File: config.mk
export PLATFORM = sky130hd
export DESIGN_NAME = uart_rx_word
export DESIGN_NICKNAME = d
export VERILOG_FILES = /design/src/rtl/uart_pkg.sv /design/src/rtl/uart_rx_byte.sv /design/src/rtl/uart_rx_word.sv
export SDC_FILE = /design/constraint.sdc
export NUM_CORES = 1
export LEC_CHECK = 0
export ABC_AREA = 1
export CAP_MARGIN = 5
export CORE_ASPECT_RATIO = 1.5
export CORE_MARGIN = 4
export CORE_UTILIZATION = 57
export DETAILED_ROUTE_END_ITERATION = 8
export PLACE_DENSITY = 0.85
export SKIP_LAST_GASP = 1
export SYNTH_ARGS = -nofsm -noshare
export SYNTH_HDL_FRONTEND = slang
export SYNTH_SLANG_ARGS = --single-unit
File: constraint.sdc
create_clock -name clk -period 6.5 [get_ports clk]
set_input_delay 1.3 -clock clk [delete_from_list [all_inputs] [get_ports clk]]
set_output_delay 1.3 -clock clk [all_outputs]
set_load 0.01 [all_outputs]
File: src/rtl/uart_pkg.sv
// Shared UART constants: bit timing default, CPU register map, receive FSM encoding
// and status-word bit positions. The addresses are common to the transmit side.
package uart_pkg;

    localparam int CLKS_PER_BIT_DEFAULT = 868;

    localparam logic [31:0] DATA_ADDR_DEFAULT = 32'h0000_7EF0;
    localparam logic [31:0] STAT_ADDR_DEFAULT = 32'h0000_7EF4;

    localparam int STAT_VALID_BIT = 0;
    localparam int STAT_FERR_BIT  = 1;
    localparam int STAT_OVR_BIT   = 2;

    typedef enum logic [1:0] {
        ST_IDLE  = 2'd0,
        ST_START = 2'd1,
        ST_DATA  = 2'd2,
        ST_STOP  = 2'd3
    } rx_state_t;

endpackage

File: src/rtl/uart_rx_byte.sv
// 8N1 byte receiver: input synchronizer, bit-timing FSM and LSB-first shift register.
// byte_done / byte_ferr pulse for one cycle during the stop-bit sample.
module uart_rx_byte
    import uart_pkg::*;
#(
    parameter int CLKS_PER_BIT = CLKS_PER_BIT_DEFAULT
) (
    input  logic       clk,
    input  logic       reset,
    input  logic       rx,
    output logic [7:0] byte_data,
    output logic       byte_done,
    output logic       byte_ferr
);

    localparam int CW = $clog2(CLKS_PER_BIT);
    localparam logic [CW-1:0] LAST      = CW'(CLKS_PER_BIT - 1);
    localparam logic [CW-1:0] HALF_LAST = CW'(CLKS_PER_BIT / 2 - 1);

    rx_state_t     state, state_n;
    logic [CW-1:0] cnt, cnt_n;
    logic [2:0]    bit_cnt, bit_cnt_n;
    logic [7:0]    shreg, shreg_n;
    logic          sync1, rx_s;

    always_ff @(posedge clk or posedge reset) begin
        if (reset) begin
            sync1   <= 1'b1;
            rx_s    <= 1'b1;
            state   <= ST_IDLE;
            cnt     <= '0;
            bit_cnt <= '0;
            shreg   <= '0;
        end else begin
            sync1   <= rx;
            rx_s    <= sync1;
            state   <= state_n;
            cnt     <= cnt_n;
            bit_cnt <= bit_cnt_n;
            shreg   <= shreg_n;
        end
    end

    always_comb begin
        state_n   = state;
        cnt_n     = cnt + 1'b1;
        bit_cnt_n = bit_cnt;
        shreg_n   = shreg;
        byte_done = 1'b0;
        byte_ferr = 1'b0;
        case (state)
            ST_IDLE: begin
                cnt_n     = '0;
                bit_cnt_n = '0;
                if (!rx_s) state_n = ST_START;
            end
            ST_START: begin
                // Mid-bit recheck filters glitches shorter than half a bit.
                if (cnt == HALF_LAST) begin
                    cnt_n   = '0;
                    state_n = rx_s ? ST_IDLE : ST_DATA;
                end
            end
            ST_DATA: begin
                if (cnt == LAST) begin
                    cnt_n     = '0;
                    shreg_n   = {rx_s, shreg[7:1]};
                    bit_cnt_n = bit_cnt + 3'd1;
                    if (bit_cnt == 3'd7) state_n = ST_STOP;
                end
            end
            ST_STOP: begin
                // Leave at mid stop bit so the next start edge is caught immediately.
                if (cnt == LAST) begin
                    cnt_n     = '0;
                    state_n   = ST_IDLE;
                    byte_done = rx_s;
                    byte_ferr = !rx_s;
                end
            end
            default: state_n = ST_IDLE;
        endcase
    end

    assign byte_data = shreg;

endmodule

File: src/rtl/uart_rx_word.sv
// Packs four received bytes (first byte in [31:24]) into a word and exposes the
// word plus sticky status flags through a combinational CPU read port.
module uart_rx_word
    import uart_pkg::*;
#(
    parameter int          CLKS_PER_BIT = CLKS_PER_BIT_DEFAULT,
    parameter logic [31:0] DATA_ADDR    = DATA_ADDR_DEFAULT,
    parameter logic [31:0] STAT_ADDR    = STAT_ADDR_DEFAULT
) (
    input  logic        clk,
    input  logic        reset,
    input  logic        rx,
    input  logic        re,
    input  logic [31:0] address,
    output logic [31:0] rdata,
    output logic        rx_valid,
    output logic        frame_err,
    output logic        overrun
);

    logic [7:0]  byte_data;
    logic        byte_done, byte_ferr;
    logic [1:0]  byte_idx;
    logic [23:0] partial;
    logic [31:0] data_reg;
    logic        data_rd, stat_rd, word_done, load;

    uart_rx_byte #(.CLKS_PER_BIT(CLKS_PER_BIT)) u_byte (
        .clk       (clk),
        .reset     (reset),
        .rx        (rx),
        .byte_data (byte_data),
        .byte_done (byte_done),
        .byte_ferr (byte_ferr)
    );

    assign data_rd   = re && (address == DATA_ADDR);
    assign stat_rd   = re && (address == STAT_ADDR);
    assign word_done = byte_done && (byte_idx == 2'd3);
    // A read in the completion cycle frees the register, so the new word may load.
    assign load      = word_done && (!rx_valid || data_rd);

    always_ff @(posedge clk or posedge reset) begin
        if (reset) begin
            byte_idx  <= '0;
            partial   <= '0;
            data_reg  <= '0;
            rx_valid  <= 1'b0;
            frame_err <= 1'b0;
            overrun   <= 1'b0;
        end else begin
            if (byte_ferr) begin
                byte_idx <= '0;
            end else if (byte_done) begin
                byte_idx <= byte_idx + 2'd1;
                case (byte_idx)
                    2'd0:    partial[23:16] <= byte_data;
                    2'd1:    partial[15:8]  <= byte_data;
                    2'd2:    partial[7:0]   <= byte_data;
                    default: partial        <= partial;
                endcase
            end

            if (load)         data_reg <= {partial, byte_data};

            if (load)         rx_valid <= 1'b1;
            else if (data_rd) rx_valid <= 1'b0;

            if (byte_ferr)    frame_err <= 1'b1;
            else if (stat_rd) frame_err <= 1'b0;

            if (word_done && !load) overrun <= 1'b1;
            else if (stat_rd)       overrun <= 1'b0;
        end
    end

    always_comb begin
        rdata = '0;
        if (data_rd) begin
            rdata = data_reg;
        end else if (stat_rd) begin
            rdata[STAT_VALID_BIT] = rx_valid;
            rdata[STAT_FERR_BIT]  = frame_err;
            rdata[STAT_OVR_BIT]   = overrun;
        end
    end

endmodule

==> After elaboration in Yosys (flattened, before gate mapping) <==
Cells that the tools add are included.
{ "totals": {"elab_cells": 83, "in_bits": 36, "out_inout_bits": 35, "reg_bits": 86} }
{ "op_classes": {"muxes": 26, "n_eq_ne": 16, "reduce_logical": 23, "bitwise": 1, "n_addsub": 3} }
{ "op_table": {"columns": ["operator", "count"], "rows": [
  ["$eq A32 B15 Y1 const B", 2],
  ["$pmux W10 S3", 1],
  ["$mux W29", 1],
  ["$mux W10", 2],
  ["$mux W2", 8],
  ["$add A10 B1 Y10 const B", 1],
  ["$eq A10 B10 Y1 const B", 1],
  ["$eq A10 B9 Y1 const B", 1],
  ["$reduce_bool A2 Y1", 5],
  ["$mux W1", 9],
  ["$mux W3", 3],
  ["$reduce_and A3 Y1", 3],
  ["$eq A2 B2 Y1 const B", 4],
  ["$ne A2 B1 Y1 const B", 4],
  ["$pmux W2 S4", 1],
  ["$pmux W3 S2", 1],
  ["$logic_and A1 B1 Y1", 5],
  ["$reduce_and A5 Y1", 1],
  ["$eq A2 B1 Y1 const B", 2],
  ["$logic_not A2 Y1", 2],
  ["$reduce_and A2 Y1", 2],
  ["$add A3 B1 Y3 const B", 1],
  ["$eq A3 B3 Y1 const B", 1],
  ["$logic_not A1 Y1", 3],
  ["5 further kinds", 5]
]} }

==> Longest topological paths before layout <==
Gate-level depths: netlist (run 1).
{ "depth": {"word_depth": 8, "ltp_mapped": 11, "depth_no_buf": 10} }

==> By module <==
A second synthesis (run 1) with hierarchy kept.
{ "unflattened": {"hier_cells": 513, "hier_area_um2": 4185.3} }
{ "modules_own_cells": {"columns": ["mod", "cells_per_inst", "area_each_um2", "instances"], "rows": [
  ["uart_rx_word", 370, 2872.8, 1],
  ["uart_rx_byte", 143, 1312.5, 1]
]} }

==> Worst setup path before layout (run 1) <==
No wires, ideal clock.
{ "synth_timing": {"path_kind": "input-to-output", "startpoint": "input port address[16]", "endpoint": "output port rdata[21]", "required_ps": 5200, "path_buffers": 2, "arrival_time_ps": 2314, "path_stages": 9, "path_slack_ps": 2886, "cell_sequence": "inv_1 -> nand2_1 -> nor2_1 -> nand2_1 -> nor2_1 -> nand3_1 -> buf_2 -> buf_2 -> nor2_1"} }
{ "synth_via": {"elab_chain_cells": 3} }
{ "synth_rtl": {"columns": ["element", "line_no", "source"], "rows": [
  ["from (decl)", "uart_rx_word.sv:14", "input logic [31:0] address,"],
  ["$eq A32 B15 Y1", "uart_rx_word.sv:37", "assign data_rd = re && (address == DATA_ADDR);"],
  ["$logic_and A1 B1 Y1", "uart_rx_word.sv:37", null],
  ["$mux W29", "uart_rx_word.sv:79", "if (data_rd) begin"],
  ["to (decl)", "uart_rx_word.sv:15", "output logic [31:0] rdata,"]
]} }
No other way between the ends.

==> Final worst setup path (run 1) <==
{ "layout_timing": {"startpoint": "input port address[20]", "endpoint": "output port rdata[0]"} }
{ "layout_via": {"elab_chain_cells": 4, "word_cells_on_any_way": 6, "classes_between": "eq/ne: 2; mux: 2; reduce/logical: 2"} }
{ "layout_rtl": {"columns": ["element", "line_no", "source"], "rows": [
  ["$eq A32 B15 Y1", "uart_rx_word.sv:38", "assign stat_rd = re && (address == STAT_ADDR);"],
  ["$logic_and A1 B1 Y1", "uart_rx_word.sv:38", null],
  ["$mux W3", "uart_rx_word.sv:81", "end else if (stat_rd) begin"],
  ["$mux W3 (*)", "uart_rx_word.sv:79", null]
]} }
Mark *: on every way between the ends. The rest lies on a longest branch, timed or not.

==> results of run 1 <==
metal layers:
layer	share of wire, %	vias up	wire length, µm	GRT usage (%)
met3	6.6	13	573	6.15
met4	1.6	0	134	7.96
met5	0	-	0	0
met1	39	1573	3370	24.6
met2	53	97	4560	39.2
li1	-	1694	-	-
per-stage QoR:
step | hold WS, ns | power [mW] | util (%) | instances | setup WS, ns
floorplan | 0.345 | 0.560 | - | 505 | 2.89
global placement | 0.346 | 0.585 | 69.0 | 639 | 1.44
detailed placement | 0.347 | 0.585 | 69.0 | 639 | 1.40
CTS | 0.357 | 0.947 | 71.7 | 653 | 1.40
global route | 0.370 | 0.973 | 71.7 | 653 | 1.19
finish | 0.356 | 0.938 | 71.7 | 653 | 1.42
cell type report:
class | instances | area [µm²] | area share (%)
inverter | 80 | 304 | 6.11
clock buffer | 13 | 159 | 3.19
timing repair buffer | 72 | 716 | 14.4
sequential | 86 | 2150 | 43.3
multi-input combinational | 323 | 1520 | 30.5
clock inverter | 1 | 30.0 | 0.603
tap | 78 | 97.6 | 1.96
path summary, 6_finish.rpt:
path,end,slack (ns),cells past startpoint
min in group asynchronous,data_reg[18],1.59,3
max in group asynchronous,partial[5],4.23,3
min reg2reg,u_byte.rx_s,0.36,0
min,u_byte.rx_s,0.36,0
max,rdata[0],1.42,11
max reg2reg,data_reg[15],4.26,10
cell families after synthesis:
family | share of synthesized area (%)
and+or+nand+nor | 27.4
buffers and inverters | 10.4
DFF | 52.5
AOI/OAI and AO/OA | 6.74
adders and majority gates | 2.44
xor gates and xnor gates | 0.427
Yosys cell counts (all sizes together):
cell    number  area [µm²]
xor2         1        8.76
dfrtp       84        2100
nand2      145         579
ha           8         100
dfstp        2        52.6
nor4         1        6.26
nor2        62         257
nand4        2        12.5
clkbuf       1        3.75
nand3       46         243
a22o         2        17.5
a21oi        3        15.0
o31ai        2        15.0
buf         15         120
o221ai       1        8.76
inv         80         303
xnor2        1        8.76
o21ai       44         220
nor3b        1        7.51
nor3         4        20.0
power breakdown:
part | leakage [nW] | total [mW] | switching, mW | internal [mW]
Clock | 0.0956 | 0.364 | 0.169 | 0.195
Sequential | 1.17 | 0.536 | 0.000687 | 0.536
Combinational | 1.14 | 0.0373 | 0.0164 | 0.0209
Total | 2.40 | 0.938 | 0.186 | 0.752
==> results by group, run 1 <==
Outcome
  • Outcome: finished, final reports clean

Final layout
  • Area grow syn2layout: 21.5%
  • Commonest non-fill, non-tap cells in the layout: nand2_1, dfrtp_1, inv_1
  • Final layout net count: 616
  • Max reg flops: 32
  • Antenna cells: 0
  • Share of cells above drive strength 1: 5.74%
  • Post-route cell area: 4980 µm²
  • Most common cell after layout, fill and taps aside: nand2_1
  • Fill cell count: 533

Clock network
  • CTS Buf Count: 9
  • H-Tree Level Count: 3
  • # clock sinks: 86
  • Resized Gates After CTS: 0
  • Postcts setup bufs: 0
  • CTS tree: yes
  • # hold bufs at CTS: 0
  • Clock latency on the worst-skew pair: 0.35 ns
  • Clock root cell: clkbuf_8
  • Reg clk slew, reported paths: 0.07 ns
  • Clock Path Buffers: 2

STA
  • RSZ-0062 raised after global routing: no
  • Slew Limit Headroom: 30.6%
  • Fin Setup TNS: 0 ns
  • Final Hold Fails: 0
  • Final min period: 5.08 ns
  • Final count of negative-setup-slack endpoints: 0
  • Worst clock skew: 0.00916 ns
  • Tightest Pin Transition: 1.04 ns
  • F_max: 197 MHz
  • Fin. max-slew vios: 0
  • Tcrit/Tclk final: 78.2%

Synthesis
  • Synth warnings: 0
  • Synth Cell Area: 4100 µm²
  • Syn avg cell area: 8.12 µm²
  • Synthesized Nets: 549
  • Sequential fraction of the synthesis area: 52.5%
  • Post-Syn Instances: 505
  • #FFs+latches synth: 86
  • Yosys cell types: 30

Worst setup path
  • Critical-path cell list: clkdlybuf4s50_1 > inv_1 > nand2_1 > nor2_1 > nand2_1 > nor2_1 > nand3_1 > buf_4 > nand2_2 > o21ai_0 > clkdlybuf4s50_1
  • Critical Path Max Stage Delay: 0.52 ns
  • CP delay by family, top: buffers and inverters
  • Crit-path max FO: 36
  • Crit end category: primary output
  • Critical path class: primary input to primary output
  • Arr. time, crit path: 3.78 ns
  • Critical Path Start: address[20]
  • Startpoint types: primary input
  • Slowest-stage cell, CP: clkdlybuf4s50_1
  • CP bufs+invs: 4
  • WP data required: 5.20 ns
  • RR Startpoint: u_byte.cnt[0]

Place
  • PortBufs: 70
  • Post-DP HPWL: 6.36 mm
  • Placed Area: 4790 µm²
  • RD Place Congestion: 0.792

Power
  • Max VDD drop: 0.000187 V
  • PwrDens: 188 nW/µm²
  • Static leakage: 2.40 nW

Die
  • Height of the die: 112 µm
  • IO Pins: 71
  • Std cell rows: 37
  • Die area: 8640 µm²
  • Die width: 77.3 µm
  • Initial Util: 59.0%
  • Core box area: 6940 µm²

GRT
  • Pin count of the biggest net entering global routing: 87
  • Total congestion overflow: 0
  • GR Util All Layers: 21.9%
  • Initial antenna violation count: 0
  • First-pass GRT wire length: 15.3 mm
  • Vias in the first global route: 3409

Detailed routing
  • Vias: 3377
  • WL per Instance: 13.2 µm
  • Antenna Nets Post-Route: 0
  • First-pass DRT Iterations: 4
  • Aggregate routed wire length: 8.64 mm
  • Vias per cell: 5.17
  • Post-route DRC: 0
  • DR iter-0 viols: 267

Min path
  • Hold Path Class: register to register
  • Worst Min Path Start: u_byte.sync1

Job
  • MaxCap Viol Count: 0
Power figures use the tool's default switching activity.
==> inputs of run 2 (changes only) <==
Settings changed: CORE_UTILIZATION 57 to 48, PLACE_DENSITY 0.85 to 0.76.
Clock period 6.5 ns to 4.3 ns, I/O delays scaled along.
==> run 2 against run 1 <==
Effect of this change: power up 75%; wire length down 0.40%; via count down 0.65%; global-route usage down 3.6 points; largest cell class unchanged; largest power group unchanged; highest routed layer unchanged.
==> results by group, run 2 (synthesized netlist as in run 1, its figures left out) <==
Final layout
  • Share of cells above drive strength 1: 6.56%
  • Max reg flops: 32
  • Final layout net count: 618
  • Sequential Area: 2150 µm²
  • Antenna cells: 0
  • Area grow syn2layout: 25.4%
  • Post-route cell area: 5140 µm²
  • Most common cell after layout, fill and taps aside: nand2_1
  • Commonest non-fill, non-tap cells in the layout: nand2_1, dfrtp_1, inv_1
  • Fill cell count: 729
  • Multi-input gate area: 1520 µm²

Clock network
  • Clock root cell: clkbuf_16
  • # hold bufs at CTS: 0
  • H-Tree Level Count: 3
  • CTS Buf Count: 9
  • # clock sinks: 86
  • Postcts setup bufs: 0
  • CTS tree: yes
  • Reg clk slew, reported paths: 0.06 ns
  • Resized Gates After CTS: 0
  • Clock latency on the worst-skew pair: 0.34 ns
  • Clock Path Buffers: 2

Worst setup path
  • Critical Path Max Stage Delay: 0.57 ns
  • Crit. path cell count: 8
  • Worst path most repeated cell: clkdlybuf4s50_1
  • Arr. time, crit path: 2.82 ns
  • Reg-to-reg slack, setup: 2.10 ns
  • Crit-path max FO: 5
  • Critical path class: primary input to primary output
  • Reg2Reg Depth: 10
  • CP delay by family, top: buffers and inverters
  • Slowest-stage cell, CP: clkdlybuf4s50_1
  • Critical-path cell list: clkdlybuf4s50_1 > inv_1 > nor2_1 > nand3_1 > nor3b_1 > nand2_1 > o21ai_0 > clkdlybuf4s50_1
  • Startpoint types: primary input
  • CP bufs+invs: 3
  • WP data required: 3.44 ns
  • Crit end category: primary output

GRT
  • First-pass GRT wire length: 14.8 mm
  • Pin count of the biggest net entering global routing: 64
  • Total congestion overflow: 0
  • Initial antenna violation count: 0
  • GR Util All Layers: 18.3%
  • Vias in the first global route: 3292

Die
  • Core box area: 8360 µm²
  • Die width: 83.5 µm
  • Std cell rows: 41
  • Die area: 10100 µm²
  • Initial Util: 49.0%
  • Height of the die: 121 µm
  • IO Pins: 71

Detailed routing
  • Antenna Nets Post-Route: 0
  • DR iter-0 viols: 228
  • Vias per cell: 4.89
  • First-pass DRT Iterations: 4
  • WL per Instance: 12.5 µm
  • Aggregate routed wire length: 8.61 mm
  • Vias: 3355
  • Post-route DRC: 0

STA
  • Tightest Pin Transition: 1.05 ns
  • Worst clock skew: 0.00582 ns
  • Slew Limit Headroom: 29.9%
  • Final min period: 3.68 ns
  • Fin Setup TNS: 0 ns
  • Tcrit/Tclk final: 85.6%
  • Final Hold Fails: 0
  • F_max: 272 MHz
  • Final count of negative-setup-slack endpoints: 0
  • RSZ-0062 raised after global routing: no
  • Fin. max-slew vios: 0

Power
  • Static leakage: 2.46 nW
  • Max VDD drop: 0.000253 V
  • PwrDens: 319 nW/µm²

Job
  • MaxCap Viol Count: 0

Place
  • Post-DP HPWL: 6.36 mm
  • PortBufs: 70
  • RD Place Congestion: 0.796
  • Placed Area: 4840 µm²

Outcome
  • Outcome: finished, final reports clean

Min path
  • Hold path depth: 0
  • Hold Path Class: register to register
-- run 2: changes by cell type in the layout (fill, tap and decap cells not counted) --
cell / delta
clkinvlp_4: +1
inv_6: +2
clkinv_2: +1
buf_4: +2
clkbuf_16: +9
clkbuf_8: -11
clkbuf_1: -1
clkinv_4: +1
-- run 2: worst reg2reg max path: stages, from the launching register on --
cell     delay, ns
dfrtp_1       0.39
ha_1          0.25
nand3_1       0.11
nor2_2        0.10
nand2_2       0.10
inv_2         0.10
nand3_4       0.11
nor2_8        0.40
nand2_4       0.30
nand2_1       0.15
nand2_1       0.06
-- run 2: per-layer routing --
layer | part of all wire (%) | global-route usage (%) | vias to the layer above
met2 | 56 | 33.3 | 67
met1 | 37 | 19.8 | 1566
met3 | 3.2 | 3.33 | 26
li1 | - | - | 1696
met4 | 3.6 | 10.8 | 0
met5 | 0 | 0 | -
-- run 2: area by class of cell --
class | instances | area share, %
Inverter | 80 | 5.92
Multi-Input combinational cell | 323 | 29.6
Clock inverter | 6 | 1.34
Tap cell | 107 | 2.60
Clock buffer | 10 | 4.45
Timing Repair Buffer | 74 | 14.2
Sequential cell | 86 | 41.9
-- run 2: path summary, 6_finish.rpt --
kind | start | to
max | re | rdata[1]
min | u_byte.sync1 | u_byte.rx_s
max reg2reg | u_byte.cnt[0] | data_reg[16]
min reg2reg | u_byte.sync1 | u_byte.rx_s
max in group asynchronous | reset | data_reg[30]
min in group asynchronous | reset | data_reg[19]
-- run 2: stage by stage --
| step | hold slack, ns | setup slack, ns | power (mW) | cells | util (%) |
|---|---|---|---|---|---|
| 2_1_floorplan | 0.345 | 1.22 | 0.846 | 505 | - |
| 5_1_grt | 0.363 | 0.460 | 1.70 | 686 | 61.5 |
| 3_5_place_dp | 0.353 | 0.613 | 0.886 | 670 | 57.9 |
| 4_1_cts | 0.362 | 0.615 | 1.66 | 686 | 61.5 |
| 6_report | 0.357 | 0.620 | 1.64 | 686 | 61.5 |
| 3_3_place_gp | 0.347 | 0.698 | 0.884 | 670 | 57.9 |
-- run 2: report_power, final --
| group | leakage (nW) | internal (mW) | switching (mW) | total (mW) |
|---|---|---|---|---|
| Clock | 0.143 | 0.454 | 0.316 | 0.769 |
| Sequential | 1.17 | 0.811 | 0.00110 | 0.812 |
| Combinational | 1.15 | 0.0323 | 0.0251 | 0.0574 |
==> inputs of run 3 (changes only) <==
Settings changed: CORE_ASPECT_RATIO 1.5 to 0.75, CORE_UTILIZATION 48 to 57, PLACE_DENSITY 0.76 to 0.85.
Clock period 4.3 ns to 4.4 ns, I/O delays scaled along.
==> run 3 against run 2 <==
Effect of this change: sequential share of layout area grew 0.84 points; global-route usage grew 4.4 points; wire length grew 3.8%; register-to-register slack gained 0.03 ns; critical path depth grew 2; final area shrank 2.0%; cell count shrank 1.3%; first-iteration DRC count grew 7.5%; combinational power shrank 2%; via count shrank 1.0%; largest cell class unchanged.
==> results by group, run 3 (synthesized netlist as in run 1, its figures left out) <==
Outcome
  • Outcome: finished, final reports clean

Place
  • Post-DP HPWL: 6.41 mm
  • Setup WS pre-CTS: 0.459 ns
  • RD Place Congestion: 0.830
  • PortBufs: 70
  • Placed Area: 4830 µm²

Clock network
  • # clock sinks: 86
  • CTS tree: yes
  • H-Tree Level Count: 3
  • Clock latency on the worst-skew pair: 0.37 ns
  • CTS Buf Count: 9
  • # hold bufs at CTS: 0
  • Resized Gates After CTS: 0
  • Clock root cell: clkbuf_8
  • Postcts setup bufs: 0
  • Clock Path Buffers: 2
  • Reg clk slew, reported paths: 0.08 ns

Worst setup path
  • Startpoint types: primary input
  • Worst path most repeated cell: nor2_1
  • CP bufs+invs: 4
  • Critical path class: primary input to primary output
  • Slowest-stage cell, CP: clkdlybuf4s50_1
  • Crit-path max FO: 24
  • Critical Path Max Stage Delay: 0.55 ns
  • Critical-path cell list: clkdlybuf4s50_1 > inv_1 > nand2_1 > nor2_1 > nand2_1 > nor2_1 > nand3_1 > buf_4 > nor2_1 > clkdlybuf4s50_1
  • WP data required: 3.52 ns
  • CP delay by family, top: buffers and inverters
  • Reg-to-reg slack, setup: 2.13 ns
  • Crit end category: primary output
  • Arr. time, crit path: 3.10 ns

GRT
  • Vias in the first global route: 3298
  • GR Util All Layers: 22.8%
  • Pin count of the biggest net entering global routing: 50
  • Initial antenna violation count: 0
  • First-pass GRT wire length: 15.3 mm
  • Total congestion overflow: 0

STA
  • Fin. max-slew vios: 0
  • Final min period: 3.98 ns
  • Final Hold Fails: 0
  • Worst clock skew: 0.0150 ns
  • Slew Limit Headroom: 44.8%
  • Fin worst setup slack: 0.422 ns
  • Tcrit/Tclk final: 90.4%
  • Final count of negative-setup-slack endpoints: 0
  • Fin Setup TNS: 0 ns
  • F_max: 251 MHz
  • Tightest Pin Transition: 0.827 ns
  • Final worst hold slack: 0.360 ns
  • RSZ-0062 raised after global routing: no

Final layout
  • Area grow syn2layout: 22.9%
  • Commonest non-fill, non-tap cells in the layout: nand2_1, dfrtp_1, inv_1
  • Antenna cells: 0
  • Max reg flops: 32
  • Share of cells above drive strength 1: 6.74%
  • Final layout net count: 618
  • Post-route cell area: 5040 µm²
  • Most common cell after layout, fill and taps aside: nand2_1
  • Fill cell count: 540

Detailed routing
  • Vias: 3320
  • Aggregate routed wire length: 8.94 mm
  • First-pass DRT Iterations: 4
  • WL met3: 452 µm
  • Antenna Nets Post-Route: 0
  • Metal2 WL: 4.36 mm
  • Post-route DRC: 0
  • WL per Instance: 13.2 µm
  • Highest Signal Layer: met4
  • Vias per cell: 4.90
  • M1 WL: 3.98 mm
  • DR iter-0 viols: 245

Power
  • Max VDD drop: 0.000192 V
  • Static leakage: 2.41 nW
  • Total Power: 1.43 mW
  • PwrDens: 283 nW/µm²

Die
  • Initial Util: 59.5%
  • Std cell rows: 26
  • IO Pins: 71
  • Core box area: 6900 µm²
  • Height of the die: 81.5 µm
  • Die width: 106 µm
  • Die area: 8630 µm²

Job
  • MaxCap Viol Count: 0

Min path
  • Hold Path Class: register to register
## run 3: cell count changes in the layout (fill, tap and decap cells not counted)
cell,change
clkinv_2,-1
inv_6,-1
clkbuf_16,-9
clkinvlp_4,+2
clkbuf_8,+10
clkbuf_1,-1
## run 3: cell type report
type / count / area, µm² / share of cell area, %
clock buffers: 10 / 138 / 2.73
multi-input cells: 323 / 1520 / 30.1
inverters: 80 / 304 / 6.03
flip-flops and latches: 86 / 2150 / 42.8
clock inverters: 6 / 70.1 / 1.39
well taps: 98 / 123 / 2.43
repair buffers: 74 / 731 / 14.5
## run 3: report_power, final
| group | switching [mW] | total (mW) | leakage [nW] | internal (mW) |
|---|---|---|---|---|
| Clock | 0.297 | 0.577 | 0.0951 | 0.280 |
| Combinational | 0.0248 | 0.0563 | 1.15 | 0.0315 |
| Sequential | 0.00115 | 0.792 | 1.17 | 0.791 |
| Total | 0.323 | 1.43 | 2.41 | 1.10 |
## run 3: through the flow
stage | cells | utilization, %
6_report | 677 | 73.1
4_1_cts | 677 | 73.1
3_3_place_gp | 661 | 70.0
3_5_place_dp | 661 | 70.0
5_1_grt | 677 | 73.1
2_1_floorplan | 505 | -
## run 3: path summary, 6_finish.rpt
| path | start | endpoint | depth (start not counted) |
|---|---|---|---|
| setup / recovery | address[22] | rdata[12] | 10 |
| hold / removal | u_byte.sync1 | u_byte.rx_s | 0 |
| setup reg to reg | u_byte.cnt[0] | data_reg[20] | 10 |
| hold reg to reg | u_byte.sync1 | u_byte.rx_s | 0 |
| max in group asynchronous | reset | partial[15] | 3 |
| min in group asynchronous | reset | u_byte.cnt[8] | 2 |
## run 3: worst register-to-register path: stages, from the launching register on
cell and delay (ns):
dfrtp_1 0.41, ha_1 0.25, nand3_1 0.11, nor2_2 0.10
nand2_2 0.11, inv_2 0.11, nand3_4 0.12, nor2_8 0.41
nand2_4 0.33, nand2_1 0.17, nand2_1 0.06
## run 3: per-layer routing
layer  vias to the layer above  GRT usage [%]
li1                       1687              -
met1                      1551           29.6
met2                        69           38.6
met3                        13           5.81
met4                         0           6.60
met5                         -              0
